<file path="config.mk">
export PLATFORM = sky130hd
export DESIGN_NAME = soc_rst_sequencer
export DESIGN_NICKNAME = d
export VERILOG_FILES = /design/src/rtl/soc_rst_sequencer.sv
export SDC_FILE = /design/constraint.sdc
export NUM_CORES = 1
export LEC_CHECK = 0
export CAP_MARGIN = 25
export CORE_ASPECT_RATIO = 1.5
export CORE_UTILIZATION = 55
export DETAILED_ROUTE_END_ITERATION = 8
export GPL_TIMING_DRIVEN = 1
export PLACE_DENSITY = 0.77
export RECOVER_POWER = 25
export SYNTH_ARGS = -nofsm -noshare
export SYNTH_HDL_FRONTEND = slang
export SYNTH_SLANG_ARGS = --single-unit
</file>
<file path="constraint.sdc">
create_clock -name i_clk -period 2.6 [get_ports i_clk]
set_input_delay 0.52 -clock i_clk [delete_from_list [all_inputs] [get_ports i_clk]]
set_output_delay 0.52 -clock i_clk [all_outputs]
set_load 0.02 [all_outputs]
</file>
<file path="src/rtl/soc_rst_sequencer.sv">
`default_nettype none
// +----------------------------------------------------------------------------+
// | soc_rst_sequencer: kc705 reset/bring-up sequencer (HOLD->DDR3->PCIe->RUN). |
// | Optional PCIe stage enabled by RSTSEQ_PCIE_EN.  Rev 1.0                    |
// +----------------------------------------------------------------------------+
module soc_rst_sequencer #(
  parameter int RST_HOLD_CYCLES = 11,
  parameter int CALIB_TIMEOUT   = 1048576,
  parameter int LINK_TIMEOUT    = 1048576
) (
  input  logic       i_clk,
  input  logic       i_rst,
  input  logic       i_ddr_calib_done,
  input  logic       i_pcie_link_up,
  input  logic       i_restart,
  output logic       o_ddr_rst,
  output logic       o_pcie_nrst,
  output logic       o_sys_rst,
  output logic       o_ready,
  output logic       o_error,
  output logic [2:0] o_err_code,
  output logic [2:0] o_state
);

  localparam int MAX_A = (RST_HOLD_CYCLES > CALIB_TIMEOUT) ? RST_HOLD_CYCLES : CALIB_TIMEOUT;
  localparam int MAX_V = (MAX_A > LINK_TIMEOUT) ? MAX_A : LINK_TIMEOUT;
  localparam int CW    = $clog2(MAX_V + 1);

  localparam logic [CW-1:0] HOLD_LAST  = CW'(RST_HOLD_CYCLES - 1);
  localparam logic [CW-1:0] CALIB_LAST = CW'(CALIB_TIMEOUT - 1);
  localparam logic [CW-1:0] LINK_LAST  = CW'(LINK_TIMEOUT - 1);
  localparam bit CALIB_TO_EN = (CALIB_TIMEOUT != 0);
  localparam bit LINK_TO_EN  = (LINK_TIMEOUT != 0);

  typedef enum logic [2:0] {
    ST_HOLD      = 3'd0,
    ST_DDR_WAIT  = 3'd1,
    ST_PCIE_WAIT = 3'd2,
    ST_RUN       = 3'd3,
    ST_ERROR     = 3'd4
  } state_t;

  state_t        state_q, state_d;
  logic [CW-1:0] cnt_q, cnt_d;
  logic [2:0]    err_code_q, err_code_d;
  logic          calib_meta_q, calib_sync_q;
  logic          link_sync;
  logic          ddr_rst_q, pcie_nrst_q, sys_rst_q, ready_q, error_q;
  logic          ddr_rst_d, pcie_nrst_d, sys_rst_d, ready_d, error_d;

`ifdef RSTSEQ_PCIE_EN
  logic link_meta_q, link_sync_q;

  always_ff @(posedge i_clk) begin
    if (i_rst) begin
      link_meta_q <= 1'b0;
      link_sync_q <= 1'b0;
    end else begin
      link_meta_q <= i_pcie_link_up;
      link_sync_q <= link_meta_q;
    end
  end

  assign link_sync = link_sync_q;
`else
  logic unused_link;
  assign unused_link = i_pcie_link_up;
  assign link_sync   = 1'b0;
`endif

  always_comb begin
    state_d    = state_q;
    err_code_d = err_code_q;
    case (state_q)
      ST_HOLD: begin
        if (cnt_q == HOLD_LAST) state_d = ST_DDR_WAIT;
      end
      ST_DDR_WAIT: begin
        if (calib_sync_q) begin
`ifdef RSTSEQ_PCIE_EN
          state_d = ST_PCIE_WAIT;
`else
          state_d = ST_RUN;
`endif
        end else if (CALIB_TO_EN && cnt_q == CALIB_LAST) begin
          state_d    = ST_ERROR;
          err_code_d = 3'd1;
        end
      end
`ifdef RSTSEQ_PCIE_EN
      ST_PCIE_WAIT: begin
        // Losing calibration outranks both link-up and timeout.
        if (!calib_sync_q) begin
          state_d    = ST_ERROR;
          err_code_d = 3'd3;
        end else if (link_sync) begin
          state_d = ST_RUN;
        end else if (LINK_TO_EN && cnt_q == LINK_LAST) begin
          state_d    = ST_ERROR;
          err_code_d = 3'd2;
        end
      end
`endif
      ST_RUN: begin
        if (!calib_sync_q) begin
          state_d    = ST_ERROR;
          err_code_d = 3'd3;
`ifdef RSTSEQ_PCIE_EN
        end else if (!link_sync) begin
          state_d    = ST_ERROR;
          err_code_d = 3'd4;
`endif
        end
      end
      ST_ERROR: state_d = ST_ERROR;
      default:  state_d = ST_HOLD;
    endcase

    if (i_restart) begin
      state_d    = ST_HOLD;
      err_code_d = 3'd0;
    end

    if (i_restart || (state_d != state_q)) cnt_d = '0;
    else if (cnt_q != {CW{1'b1}})          cnt_d = cnt_q + 1'b1;
    else                                   cnt_d = cnt_q;

    // Outputs are decoded from the next state so they change with the state.
    ddr_rst_d = (state_d == ST_HOLD) || (state_d == ST_ERROR);
    sys_rst_d = (state_d != ST_RUN);
    ready_d   = (state_d == ST_RUN);
    error_d   = (state_d == ST_ERROR);
`ifdef RSTSEQ_PCIE_EN
    pcie_nrst_d = (state_d == ST_PCIE_WAIT) || (state_d == ST_RUN);
`else
    pcie_nrst_d = ~ddr_rst_d;
`endif
  end

  always_ff @(posedge i_clk) begin
    if (i_rst) begin
      state_q      <= ST_HOLD;
      cnt_q        <= '0;
      err_code_q   <= 3'd0;
      calib_meta_q <= 1'b0;
      calib_sync_q <= 1'b0;
      ddr_rst_q    <= 1'b1;
      pcie_nrst_q  <= 1'b0;
      sys_rst_q    <= 1'b1;
      ready_q      <= 1'b0;
      error_q      <= 1'b0;
    end else begin
      state_q      <= state_d;
      cnt_q        <= cnt_d;
      err_code_q   <= err_code_d;
      calib_meta_q <= i_ddr_calib_done;
      calib_sync_q <= calib_meta_q;
      ddr_rst_q    <= ddr_rst_d;
      pcie_nrst_q  <= pcie_nrst_d;
      sys_rst_q    <= sys_rst_d;
      ready_q      <= ready_d;
      error_q      <= error_d;
    end
  end

  assign o_ddr_rst   = ddr_rst_q;
  assign o_pcie_nrst = pcie_nrst_q;
  assign o_sys_rst   = sys_rst_q;
  assign o_ready     = ready_q;
  assign o_error     = error_q;
  assign o_err_code  = err_code_q;
  assign o_state     = state_q;

endmodule
`default_nettype wire

</file>
==> results by group <==
Setup path
  – Endpoint class of the critical path: flip-flop
  – WS Path Type: reg -> reg
  – Startpoint Class: flip-flop
  – Crit-path slowest cell: nor4_4
  – Crit path largest cell delay: 0.47 ns
  – CP cell instances: ha_1 > nand3_1 > nor4_4 > buf_4 > a211oi_1 > xnor2_1 > nor2_1
  – Crit path required time: 2.77 ns
  – Critical path's top delay family: simple AND/OR/NAND/NOR gates
  – Arrival time worst endpoint: 2.26 ns
  – Critical path buffer and inverter count: 1
  – Worst-path maximum fanout: 12

Floorplan
  – Die W: 46.5 µm
  – Row count: 23
  – Top Ports: 16
  – Initial Util: 59.8%
  – CORE AREA: 2730 µm²
  – Chip height: 68.8 µm
  – Die area: 3200 µm²

Yosys
  – Avg Cell Area, Syn: 8.94 µm²
  – Synth Warn #: 0
  – Synth Instances: 183
  – Yosys reg bits: 33
  – Mapped Area: 1640 µm²
  – Async SR Flop Fraction: 0%
  – Syn nets: 190
  – Ys flop type: dfxtp_1
  – Synth cell types: 46
  – Sequential area share after synthesis: 40.4%
  – EDFF count, synth: 0

Cells and area
  – Fin cells: 236
  – Final net count: 205
  – Final core utilization: 69.2%
  – Layout cells sized above 1: 10.1%
  – Most frequent cells in the layout: dfxtp_1 (33), nor2_1 (25), xnor2_1 (15)
  – N_diodes: 0
  – Filler cells: 229
  – Commonest non-fill, non-tap cell in the layout: dfxtp_1
  – Area Overhead vs Synth: 15.6%

Drt
  – Via density: 5.82
  – Drt first pass iters: 4
  – Initial DRC count: 37
  – Total wire length: 3530 µm
  – Routed Antenna Nets: 0
  – Via count: 1,373
  – DRC: 0
  – WL per Instance: 14.9 µm

Global routing
  – Initial antenna violation count: 0
  – First-pass GRT wire length: 5800 µm
  – Largest net degree at the start of global routing: 22
  – All-Layer GR Usage: 25.7%
  – Vias in the first global route: 1,300
  – Total gr overflow: 0

Placed design
  – Detailed placement HPWL: 2580 µm
  – Gp weighted congestion: 0.904
  – DP Cell Count: 228
  – I/O Buffers: 13

STA
  – Pins Over Slew Limit: 0
  – Post-Route Skew: 0.00702 ns
  – Period utilisation layout: 80.5%
  – Tmin final: 2.09 ns
  – Slew margin rel.: 62.1%
  – Fmax: 0.478 GHz
  – Slew @ Worst Pin: 0.569 ns
  – Setup violators final: 0
  – Fin Hold WS: 0.461 ns
  – Final hold vios: 0
  – RSZ-0062 raised after global routing: no
  – Final setup TNS: 0 ns

Clocking
  – Hold_buf cts: 0
  – CTS root buffer: clkbuf_8
  – Post-CTS setup buffers: 0
  – Deepest clock path buffer count: 2
  – Total CTS buffers: 5
  – CTS tree: built
  – Clk pin slew, worst setup/hold paths: 0.07 ns
  – CTS HTree Levels: 2
  – Latest clock arrival within the worst-skew pair: 0.29 ns
  – Clock Sinks: 33
  – Post-CTS sizing: 0

Power and ir drop
  – P_leak: 0.627 nW
  – Power Dens Cells: 547 nW/µm²
  – Max IR drop VDD: 0.438 mV

Run status
  – Run status: finished clean

Flow run
  – Max-cap violations: 0

Hold path
  – Worst Hold Class: reg -> reg
[synthesized netlist by cell type (2+ instances only)]
cell	count	area share, %
nand2_1	10	2.3
o21ai_0	2	0.61
ha_1	2	1.5
a2111oi_2	2	1.8
buf_4	2	0.92
nor2b_1	3	1.1
buf_6	2	1.4
o221a_2	2	1.4
nor2_1	25	5.7
nor3_1	5	1.5
and3_1	5	1.9
nand4_1	7	2.7
buf_2	2	0.61
and2_1	4	1.5
o21a_1	3	1.4
a21oi_1	10	3.1
xnor2_1	15	8.0
nor4_1	4	1.5
nand3_1	8	2.4
dfxtp_1	33	40
nor4b_1	2	1.1
inv_1	4	0.92
or3_1	2	0.76
and4_1	2	1.1
a211oi_1	6	2.8
[power by group]
group | internal (W) | switching, W | leakage (nW)
clock | 0.000312 | 0.000184 | 0.0585
combinational | 0.0000109 | 0.0000153 | 0.302
sequential | 0.000508 | 0.00000352 | 0.267
total | 0.000832 | 0.000203 | 0.627
[logic make-up after synthesis]
group | share of synthesized area, %
AOI/OAI and AO/OA | 14.8
adders and majority gates | 1.53
and+or+nand+nor | 30.1
xor gates and xnor gates | 8.57
DFF | 40.4
buffers and inverters | 4.36
other | 0.229
[area by class of cell]
class                   count  area (µm²)  area share, %
multi-input cells         138         903           47.8
flip-flops and latches     33         661           34.9
repair buffers             16         149           7.88
clock buffers               7        86.3           4.57
well taps                  37        46.3           2.45
clock inverters             1        30.0           1.59
inverters                   4        15.0          0.794
[registers in the layout (all words and copies together) (netlist names)]
signal,flops
cnt_q,21
o_state,3
o_err_code,2
calib_meta_q,1
calib_sync_q,1
o_ddr_rst,1
o_error,1
o_pcie_nrst,1
o_ready,1
o_sys_rst,1
[metrics by stage]
step	setup slack, ns	power (W)	instance area [µm²]
6_report	0.508	0.00103	1890
5_1_grt	0.340	0.00107	1890
4_1_cts	0.524	0.00104	1890
3_5_place_dp	0.384	0.000550	1780
3_3_place_gp	0.445	0.000549	1780
2_1_floorplan	0.775	0.000542	1640
[worst paths after layout]
kind                      from            to  slack, ns  depth (start not counted)
hold / removal    calib_meta_q  calib_sync_q       0.46                          1
setup reg to reg      cnt_q[1]     cnt_q[19]       0.51                          7
setup / recovery      cnt_q[1]     cnt_q[19]       0.51                          7
hold reg to reg   calib_meta_q  calib_sync_q       0.46                          1
[routing by layer]
metal	GRT usage (%)	part of all wire, %
met5	0	0
met4	15.4	2.5
met3	6.51	3.7
met2	44.1	53
met1	27.0	41
Power figures use the tool's default switching activity.
